**config.mk**
```make
export PLATFORM = sky130hd
export DESIGN_NAME = carregador_pedidos_fila
export DESIGN_NICKNAME = d
export VERILOG_FILES = /design/src/rtl/carregador_pedidos_fila.sv
export SDC_FILE = /design/constraint.sdc
export NUM_CORES = 1
export LEC_CHECK = 0
export ABC_AREA = 1
export ABC_CLOCK_PERIOD_IN_PS = 2150
export BUFFER_PORTS_ARGS = -buffer_cell sky130_fd_sc_hd__buf_2
export CAP_MARGIN = 15
export CORE_AREA = 2 2 47 49
export DETAILED_ROUTE_END_ITERATION = 10
export DIE_AREA = 0 0 49 51
export HOLD_SLACK_MARGIN = 0.06
export PLACE_DENSITY = 0.73
export SLEW_MARGIN = 20
export SYNTH_ARGS = -nofsm -noshare
export SYNTH_HDL_FRONTEND = slang
export SYNTH_SLANG_ARGS = --single-unit
```
**constraint.sdc**
```tcl
create_clock -name clk -period 2.15 [get_ports clk]
set_input_delay 0.43 -clock clk [delete_from_list [all_inputs] [get_ports clk]]
set_output_delay 0.43 -clock clk [all_outputs]
set_load 0.05 [all_outputs]
```
**src/rtl/carregador_pedidos_fila.sv**
```systemverilog
// carregador_pedidos_fila
// Upstream loader for the SmartCargo request queue RAM. It accepts one
// transport request at a time and validates it against queue occupancy.
// Each accepted request is written to the queue tail as two consecutive
// entries: the origin entry first, then the destination entry. The block
// also tracks occupancy, including head pops issued by the downstream
// controller.

module carregador_pedidos_fila #(
    parameter int PROFUNDIDADE = 16,
    parameter int LARG_OCUP    = 5
) (
    input  logic                 clk,
    input  logic                 reset_n,
    input  logic                 novo_pedido,
    input  logic [1:0]           tipo,
    input  logic [1:0]           origem,
    input  logic [1:0]           destino,
    input  logic                 shift_fila,
    input  logic                 limpar,
    output logic                 weT,
    output logic                 in_eh_origem,
    output logic [1:0]           in_tipo_objeto,
    output logic [1:0]           in_origem_objeto,
    output logic [1:0]           in_destino_objeto,
    output logic                 clear,
    output logic                 pronto,
    output logic                 pedido_aceito,
    output logic                 pedido_rejeitado,
    output logic [LARG_OCUP-1:0] ocupacao,
    output logic                 fila_vazia,
    output logic                 fila_cheia
);

    // Controller states. The encoding is kept explicit so that it can be
    // compared directly with older gate-level dumps.
    localparam logic [2:0] OCIOSO      = 3'd0;
    localparam logic [2:0] VALIDA      = 3'd1;
    localparam logic [2:0] ESC_ORIGEM  = 3'd2;
    localparam logic [2:0] ESC_DESTINO = 3'd3;
    localparam logic [2:0] CONCLUI     = 3'd4;
    localparam logic [2:0] REJEITA     = 3'd5;

    // A request needs two free entries, so any count above DEPTH-2 is too full.
    localparam logic [LARG_OCUP-1:0] LIMITE_ACEITE = LARG_OCUP'(PROFUNDIDADE - 2);
    localparam logic [LARG_OCUP-1:0] OCUP_CHEIA    = LARG_OCUP'(PROFUNDIDADE);
    localparam logic [LARG_OCUP-1:0] OCUP_UM       = LARG_OCUP'(1);

    logic [2:0]           estado_q, estado_d;
    logic [LARG_OCUP-1:0] ocup_q, ocup_d;
    logic [1:0]           tipo_q, tipo_d;
    logic [1:0]           origem_q, origem_d;
    logic [1:0]           destino_q, destino_d;
    logic                 clear_q;
    logic                 latch_pedido;

    // Next-state logic: one state per cycle, with limpar overriding everything.
    always_comb begin
        // NOTE: every signal gets a default before the case statement, so no
        // path through the block leaves a value unassigned, and no latch is inferred.
        estado_d     = estado_q;
        latch_pedido = 1'b0;
        case (estado_q)
            OCIOSO: begin
                if (novo_pedido) begin
                    latch_pedido = 1'b1;
                    estado_d     = VALIDA;
                end
            end
            VALIDA: begin
                // The registered count is used here. A pop in the same cycle
                // is not credited.
                if ((origem_q == destino_q) || (ocup_q > LIMITE_ACEITE))
                    estado_d = REJEITA;
                else
                    estado_d = ESC_ORIGEM;
            end
            ESC_ORIGEM:  estado_d = ESC_DESTINO;
            ESC_DESTINO: estado_d = CONCLUI;
            CONCLUI:     estado_d = OCIOSO;
            REJEITA:     estado_d = OCIOSO;
            default:     estado_d = OCIOSO;
        endcase
        if (limpar) begin
            estado_d     = OCIOSO;
            latch_pedido = 1'b0;
        end
    end

    // Field capture: the request fields are loaded only when a strobe is accepted.
    always_comb begin
        tipo_d    = latch_pedido ? tipo    : tipo_q;
        origem_d  = latch_pedido ? origem  : origem_q;
        destino_d = latch_pedido ? destino : destino_q;
    end

    // Occupancy: a tail write adds one and a head pop removes one; when both
    // happen they cancel. The count never wraps in either direction.
    always_comb begin
        ocup_d = ocup_q;
        if (limpar) begin
            ocup_d = '0;
        end else if (weT && !shift_fila) begin
            if (ocup_q != OCUP_CHEIA)
                ocup_d = ocup_q + OCUP_UM;
        end else if (!weT && shift_fila) begin
            if (ocup_q != '0)
                ocup_d = ocup_q - OCUP_UM;
        end
    end

    // State register with synchronous active-low reset.
    always_ff @(posedge clk) begin
        if (!reset_n) begin
            // NOTE: a synchronous reset clears every register, including the field
            // registers, so the in_* outputs are known from the first cycle.
            estado_q  <= OCIOSO;
            ocup_q    <= '0;
            tipo_q    <= '0;
            origem_q  <= '0;
            destino_q <= '0;
            clear_q   <= 1'b0;
        end else begin
            // NOTE: non-blocking assignments make all registers update together
            // from values sampled before the edge.
            estado_q  <= estado_d;
            ocup_q    <= ocup_d;
            tipo_q    <= tipo_d;
            origem_q  <= origem_d;
            destino_q <= destino_d;
            clear_q   <= limpar;
        end
    end

    // Outputs are decoded combinationally from the state and the registers.
    always_comb begin
        weT               = (estado_q == ESC_ORIGEM) || (estado_q == ESC_DESTINO);
        in_eh_origem      = (estado_q == ESC_ORIGEM);
        in_tipo_objeto    = tipo_q;
        in_origem_objeto  = origem_q;
        in_destino_objeto = destino_q;
        clear             = clear_q;
        pronto            = (estado_q == OCIOSO);
        pedido_aceito     = (estado_q == CONCLUI);
        pedido_rejeitado  = (estado_q == REJEITA);
        ocupacao          = ocup_q;
        fila_vazia        = (ocup_q == '0);
        fila_cheia        = (ocup_q == OCUP_CHEIA);
    end

endmodule

```
==> impl_results.md, run 1 <==
* Vias in the first global route at between 700 and 800
* Port Buffer Count at 29
* TritonCTS clock tree: done
* CTS HTree Levels at 1
* Top Metal Used: met4
* Final setup vio count at 0
* Seq cells post-synth at 15
* Combinational fraction of design power at between 20 and 30%
* Sequential area share after synthesis at between 30% and 40%
* Post-CTS setup buffers at 0
* Worst vdd ir at ~0.00039 V
* Critical Path Sink Type: flop
* Via count at slightly below 900
* Syn avg cell area at about 6.8 sq um
* Final HPWL DP at between 1 and 1.5 mm
* Leak at 0.619 nW
* Seq pwr share at approximately 47%
* Area of the die at about 2500 sq um
* Inserted Clock Buffers at 3
* RePlAce Congestion at between 0.8 and 0.9
* Clk_lat worst skew at 270 ps
* Crit path required time at ~2300 ps
* WHS Path Cells at 3
* First-pass GRT wire length at just over 3 mm
* Synth warn at 0
* Reg2Reg Setup Slack at around 300 ps
* Synth top area share at 33.4%
* WL met2 at 818 microns
* # diodes at 0
* Clock group share of total power at about a quarter
* Int Pwr at around 0.42 mW
* DR WL met3 at 82 microns
* Initial antenna violation count at 0
* Setup TNS at 0 ps
* Min Hold Slack at 398 ps
* Hold Path Class: in2reg
* Max clock buf depth at 2
* Metal1 wirelength at 796 microns
* Synth Instances at roughly 130
* Design Power at ~0.65 mW
* Final period util at a little under nine tenths
* Maxcap violations at 0
* Vias per inst at 4.60
* Chip height at approximately 51 microns
* Pwr dens at ~590 nW/um^2
* Sw Share at between 30% and 40%
* CP startpoint kind: flop
* Syn Nets at 149
* Most common cell after layout, fill and taps aside: nand2_1
* Gates resized, CTS repair at 0
* Initial DRC count at 18
* Synth area leader: dfxtp_1
* Setup repair after global routing missed its margin: false
* Final core utilization at about 53%
* Min cycle time layout at ~1800 ps
* Slew @ Worst Pin at ~260 ps
* Synth area leaders: dfxtp_1 33%, nand2_1 13%, inv_1 7.9%, nor2_1 7.9%, ha_1 5.6%
* Post-route DRC at 0
* Grt total ovfl at 0
* Achievable Freq at roughly 540 MHz
* Initial core utilization at between 40 and 50%
* Largest net degree at the start of global routing at 12
* Status: completed
* Setup CP Type: reg2reg
* Core area at just over 2000 sq um
* CP Max Fanout at 5
* Worst EP arrival at ~2000 ps
* Clock Skews at around 0.7 ps
* Final wirelength at 1.71 mm
* Most frequent cells in the layout: 32 x nand2_1, 29 x buf_2, 19 x inv_1
* Layout cell share with drive strength beyond 1 at 30.9%
* Post-route antenna net violation count at 0
* Slew Limit Fails at 0
* Average wire per standard cell at 8.88 microns
* GRT Total Usage at 15.4%
* FF-to-FF path depth at 11
* Relative slew slack at about 82%
* Synth cell types at 20
* Final hold viol count at 0
* Switch Pwr at 0.231 mW
* Row count at 17
* Clk pin slew, worst setup/hold paths at about 80 ps
* DR pass1 iterations at 4
* Clock root buffer: clkbuf_4
* Die span in x at 49 microns
* Fin nets at about 180
* IO Count at 30
* Synthesized area at roughly 900 sq um
* Synth-to-Final Area Change at 22.0%
* Clk sinks at 15
* Hold Buf Count CTS at 0
==> critical path, stage by stage, from the launching register on <==
cell,delay (ps)
dfxtp_1,380
inv_2,70
nor2_2,160
ha_1,190
inv_1,100
ha_1,350
a21oi_1,200
nand2_1,70
nand2_1,60
nand2_1,40
nor2_1,80
nor2_1,50
==> cell type report <==
type	instances	area (sq um)
fillers	214	967
multi-input cells	92	495
flip-flops and latches	15	300
repair buffers	29	145
inverters	25	93.8
well taps	28	35.0
clock buffers	4	26.3
==> metal layers <==
layer	vias up	track usage (%)
li1	470	-
met1	394	18.0
met2	22	28.1
met3	2	1.75
met4	0	7.14
met5	-	0
==> kinds of logic after synthesis <==
logic type | count (synthesis) | synth area share [%]
DFF | 15 | 33.4
adders and majority gates | 5 | 7.80
xor gates and xnor gates | 1 | 0.975
AOI/OAI and AO/OA | 16 | 10.0
buffers and inverters | 26 | 11.7
and+or+nand+nor | 70 | 36.1
==> stage by stage <==
| stage | cells | cell area, sq um | worst slack (ps) |
|---|---|---|---|
| finish | 193 | 1100 | 301 |
| global placement | 189 | 1070 | 376 |
| floorplan | 133 | 901 | 38.3 |
| global route | 193 | 1100 | 124 |
| detailed placement | 189 | 1070 | 328 |
| CTS | 193 | 1100 | 295 |
==> worst paths after layout <==
path	from	to
max	estado_q[1]$_SDFFE_PP0P_	ocupacao[3]$_SDFFE_PP0P_
min	tipo[0]	in_tipo_objeto[0]$_SDFFE_PN0P_
max reg2reg	estado_q[1]$_SDFFE_PP0P_	ocupacao[3]$_SDFFE_PP0P_
min reg2reg	in_origem_objeto[0]$_SDFFE_PN0P_	in_origem_objeto[0]$_SDFFE_PN0P_
==> power groups by stage <==
stage / clock [mW] / combinational (mW) / sequential, mW
after global routing: 0.174 / 0.211 / 0.306
after CTS: 0.160 / 0.195 / 0.303
after detailed placement: 0 / 0.194 / 0.310
after floorplan: 0 / 0.109 / 0.351
after global placement: 0 / 0.191 / 0.309
final: 0.154 / 0.192 / 0.303
==> cell usage after synthesis <==
cell,count
nand2_1,32
inv_1,19
nor2_1,19
dfxtp_1,15
a21oi_1,8
nand3_1,7
inv_2,6
o21ai_1,5
ha_1,4
nand2_4,3
nor2_2,3
nand2_2,2
nor2_4,2
nor3_1,2
a21oi_2,1
buf_6,1
fa_1,1
o211ai_1,1
o21ai_2,1
xnor2_1,1
==> registers in the layout, summed over array words and instances, names as in the netlist <==
name and flops:
ocupacao 5, estado_q 3, in_destino_objeto 2, in_origem_objeto 2, in_tipo_objeto 2, clear 1
Power figures use the tool's default switching activity.
==> run 2, diff against run 1 <==
BUFFER_PORTS_ARGS = unset   (was -buffer_cell sky130_fd_sc_hd__buf_2)
CORE_AREA = 2 2 44 46   (was 2 2 47 49)
DIE_AREA = 0 0 46 48   (was 0 0 49 51)
DONT_BUFFER_PORTS = 1   (was unset)
PLACE_DENSITY = 0.67   (was 0.73)
==> run 2 against run 1 <==
Against the previous run:
- power decreased by 1.4%
- non-clock buffer count decreased by 19
- highest routed layer unchanged
- register-to-register slack improved by 80 ps
- global-route usage increased by 2.0 points
- largest power group unchanged
- setup slack got worse by 65 ps
==> impl_results.md, run 2 (synthesis results as in run 1) <==
* Die span in x at 46 microns (was 49 microns)
* Setup CP Type: reg2out (was reg2reg)
* Initial DRC count at 5 (was 18)
* Most frequent cells in the layout: 32 x nand2_1, 19 x inv_1, 18 x nor2_1 (was 32 x nand2_1, 29 x buf_2, 19 x inv_1)
* Initial antenna violation count at 0 (unchanged)
* Chip height at 48 microns (was 51 microns)
* Most common cell after layout, fill and taps aside: nand2_1 (unchanged)
* RePlAce Congestion at 0.868 (was 0.813)
* Largest net degree at the start of global routing at 12 (unchanged)
* Crit path required time at 1720 ps (was 2320 ps)
* CP Max Fanout at 3 (was 5)
* Sw Share at 36.6% (was 35.6%)
* Post-route DRC at 0 (unchanged)
* Reg2Reg Launch Point: estado_q[1]$_SDFFE_PP0P_ (unchanged)
* Post-CTS setup buffers at 0 (unchanged)
* Port Buffer Count at 0 (was 29)
* Setup TNS at 0 ps (unchanged)
* Clk pin slew, worst setup/hold paths at 100 ps (was 80 ps)
* # diodes at 0 (unchanged)
* Area of the die at 2210 sq um (was 2500 sq um)
* Core area at 1690 sq um (was 2060 sq um)
* Final hold viol count at 0 (unchanged)
* Relative slew slack at 64.1% (was 82.5%)
* Reg2reg end: ocupacao[4]$_SDFFE_PP0P_ (was ocupacao[3]$_SDFFE_PP0P_)
* Maxcap violations at 0 (unchanged)
* Gates resized, CTS repair at 0 (unchanged)
* Slew Limit Fails at 0 (unchanged)
* Seq pwr share at 52.5% (was 46.7%)
* Final period util at 89.0% (was 86.0%)
* Leak at 0.539 nW (was 0.619 nW)
* Initial core utilization at 53.2% (was 43.5%)
* IO Count at 30 (unchanged)
* Worst EP arrival at 1480 ps (was 2020 ps)
* CTS HTree Levels at 1 (unchanged)
* Final setup vio count at 0 (unchanged)
* Grt total ovfl at 0 (unchanged)
* Clk sinks at 15 (unchanged)
* Setup repair after global routing missed its margin: false (unchanged)
* GRT Total Usage at 17.3% (was 15.4%)
* Clk_lat worst skew at 280 ps (was 270 ps)
* Vias in the first global route at 675 (was 798)
* Layout cell share with drive strength beyond 1 at 22.6% (was 30.9%)
* Combinational fraction of design power at 22.4% (was 29.6%)
* Status: completed (unchanged)
* Hold Path Class: in2reg (unchanged)
* DR pass1 iterations at 3 (was 4)
* TritonCTS clock tree: done (unchanged)
* Final wirelength at 1.72 mm (was 1.71 mm)
* Reg2Reg Setup Slack at 380 ps (was 300 ps)
* FF-to-FF path depth at 11 (unchanged)
* Min-delay src: limpar (was tipo[0])
* Min cycle time layout at 1910 ps (was 1850 ps)
* Pwr dens at 632 nW/um^2 (was 592 nW/um^2)
* CP startpoint kind: flop (unchanged)
* Synth-to-Final Area Change at 12.8% (was 22.0%)
* Fin nets at 163 (was 182)
* Clock root buffer: clkbuf_4 (unchanged)
* WHS Path Cells at 2 (was 3)
* Largest register FFs at 5 (unchanged)
* Switch Pwr at 0.234 mW (was 0.231 mW)
* Int Pwr at 0.406 mW (was 0.418 mW)
* Max clock buf depth at 2 (unchanged)
* Final core utilization at 60.0% (was 53.1%)
* Average wire per standard cell at 10.6 microns (was 8.88 microns)
* Achievable Freq at 523 MHz (was 541 MHz)
* Post-route antenna net violation count at 0 (unchanged)
* Inserted Clock Buffers at 3 (unchanged)
* Via count at 801 (was 888)
* Vias per inst at 4.91 (was 4.60)
* First-pass GRT wire length at 2.71 mm (was 3.05 mm)
* Row count at 15 (was 17)
* Critical Path Sink Type: primary output (was flop)
* Endpoint, Worst Hold: clear$_SDFF_PN0_ (was in_tipo_objeto[0]$_SDFFE_PN0P_)
* Clock group share of total power at 25.1% (was 23.7%)
* Slew @ Worst Pin at 538 ps (was 262 ps)
* Worst vdd ir at 0.000467 V (was 0.000389 V)
* Hold Buf Count CTS at 0 (unchanged)
* Final HPWL DP at 1.44 mm (was 1.42 mm)
* Clock Skews at 10.2 ps (was 0.694 ps)
## run 2: cell types whose count changed in the layout (fill, tap and decap cells not counted), sizes merged
| cell | delta |
|---|---|
| clkinv | +1 |
| buf | -19 |
| clkbuf | -1 |
## run 2: area by class of cell
type                            count  area (sq um)
Tap cell                           17          21.3
Timing Repair Buffer               10          75.1
Multi-Input combinational cell     92           495
Fill cell                         164           676
Sequential cell                    15           300
Clock inverter                      1          5.00
Inverter                           25          93.8
Clock buffer                        3          22.5
## run 2: routing by layer
metal,track usage [%],wire [microns],up-vias
li1,-,-,439
met1,22.2,867,341
met2,26.9,760,19
met3,4.53,79,2
met4,8.57,14,0
met5,0,0,-
## run 2: worst max-delay path by stage
stage,endpoint,slack (ps),from,cells past startpoint
CTS,in_eh_origem,230,estado_q[1]$_SDFFE_PP0P_,5
detailed placement,ocupacao[4]$_SDFFE_PP0P_,390,estado_q[1]$_SDFFE_PP0P_,11
global placement,ocupacao[4]$_SDFFE_PP0P_,430,estado_q[1]$_SDFFE_PP0P_,11
finish,in_eh_origem,240,estado_q[1]$_SDFFE_PP0P_,5
floorplan,ocupacao[4]$_SDFFE_PP0P_,40,estado_q[1]$_SDFFE_PP0P_,11
global route,in_eh_origem,160,estado_q[1]$_SDFFE_PP0P_,5
## run 2: critical path, cell delays in order, from the launching register on
cell and delay [ps]:
dfxtp_1 380, inv_2 70, nor2_2 100, buf_4 220, nand2_1 100, inv_1 330
## run 2: power groups by stage
stage | registers [mW] | logic [mW] | clock network (mW)
finish | 0.336 | 0.143 | 0.161
global placement | 0.343 | 0.141 | 0
global route | 0.338 | 0.160 | 0.177
floorplan | 0.351 | 0.109 | 0
detailed placement | 0.343 | 0.143 | 0
CTS | 0.336 | 0.144 | 0.164
## run 2: metrics by stage
stage          cells  hold slack [ps]  worst slack (ps)  power [mW]  cell area, sq um
2_1_floorplan    133              452              38.3       0.461               901
3_3_place_gp     159              473               430       0.484               986
3_5_place_dp     159              480               392       0.487               986
4_1_cts          163              227               229       0.644              1010
5_1_grt          163              236               164       0.676              1010
6_report         163              233               237       0.640              1010
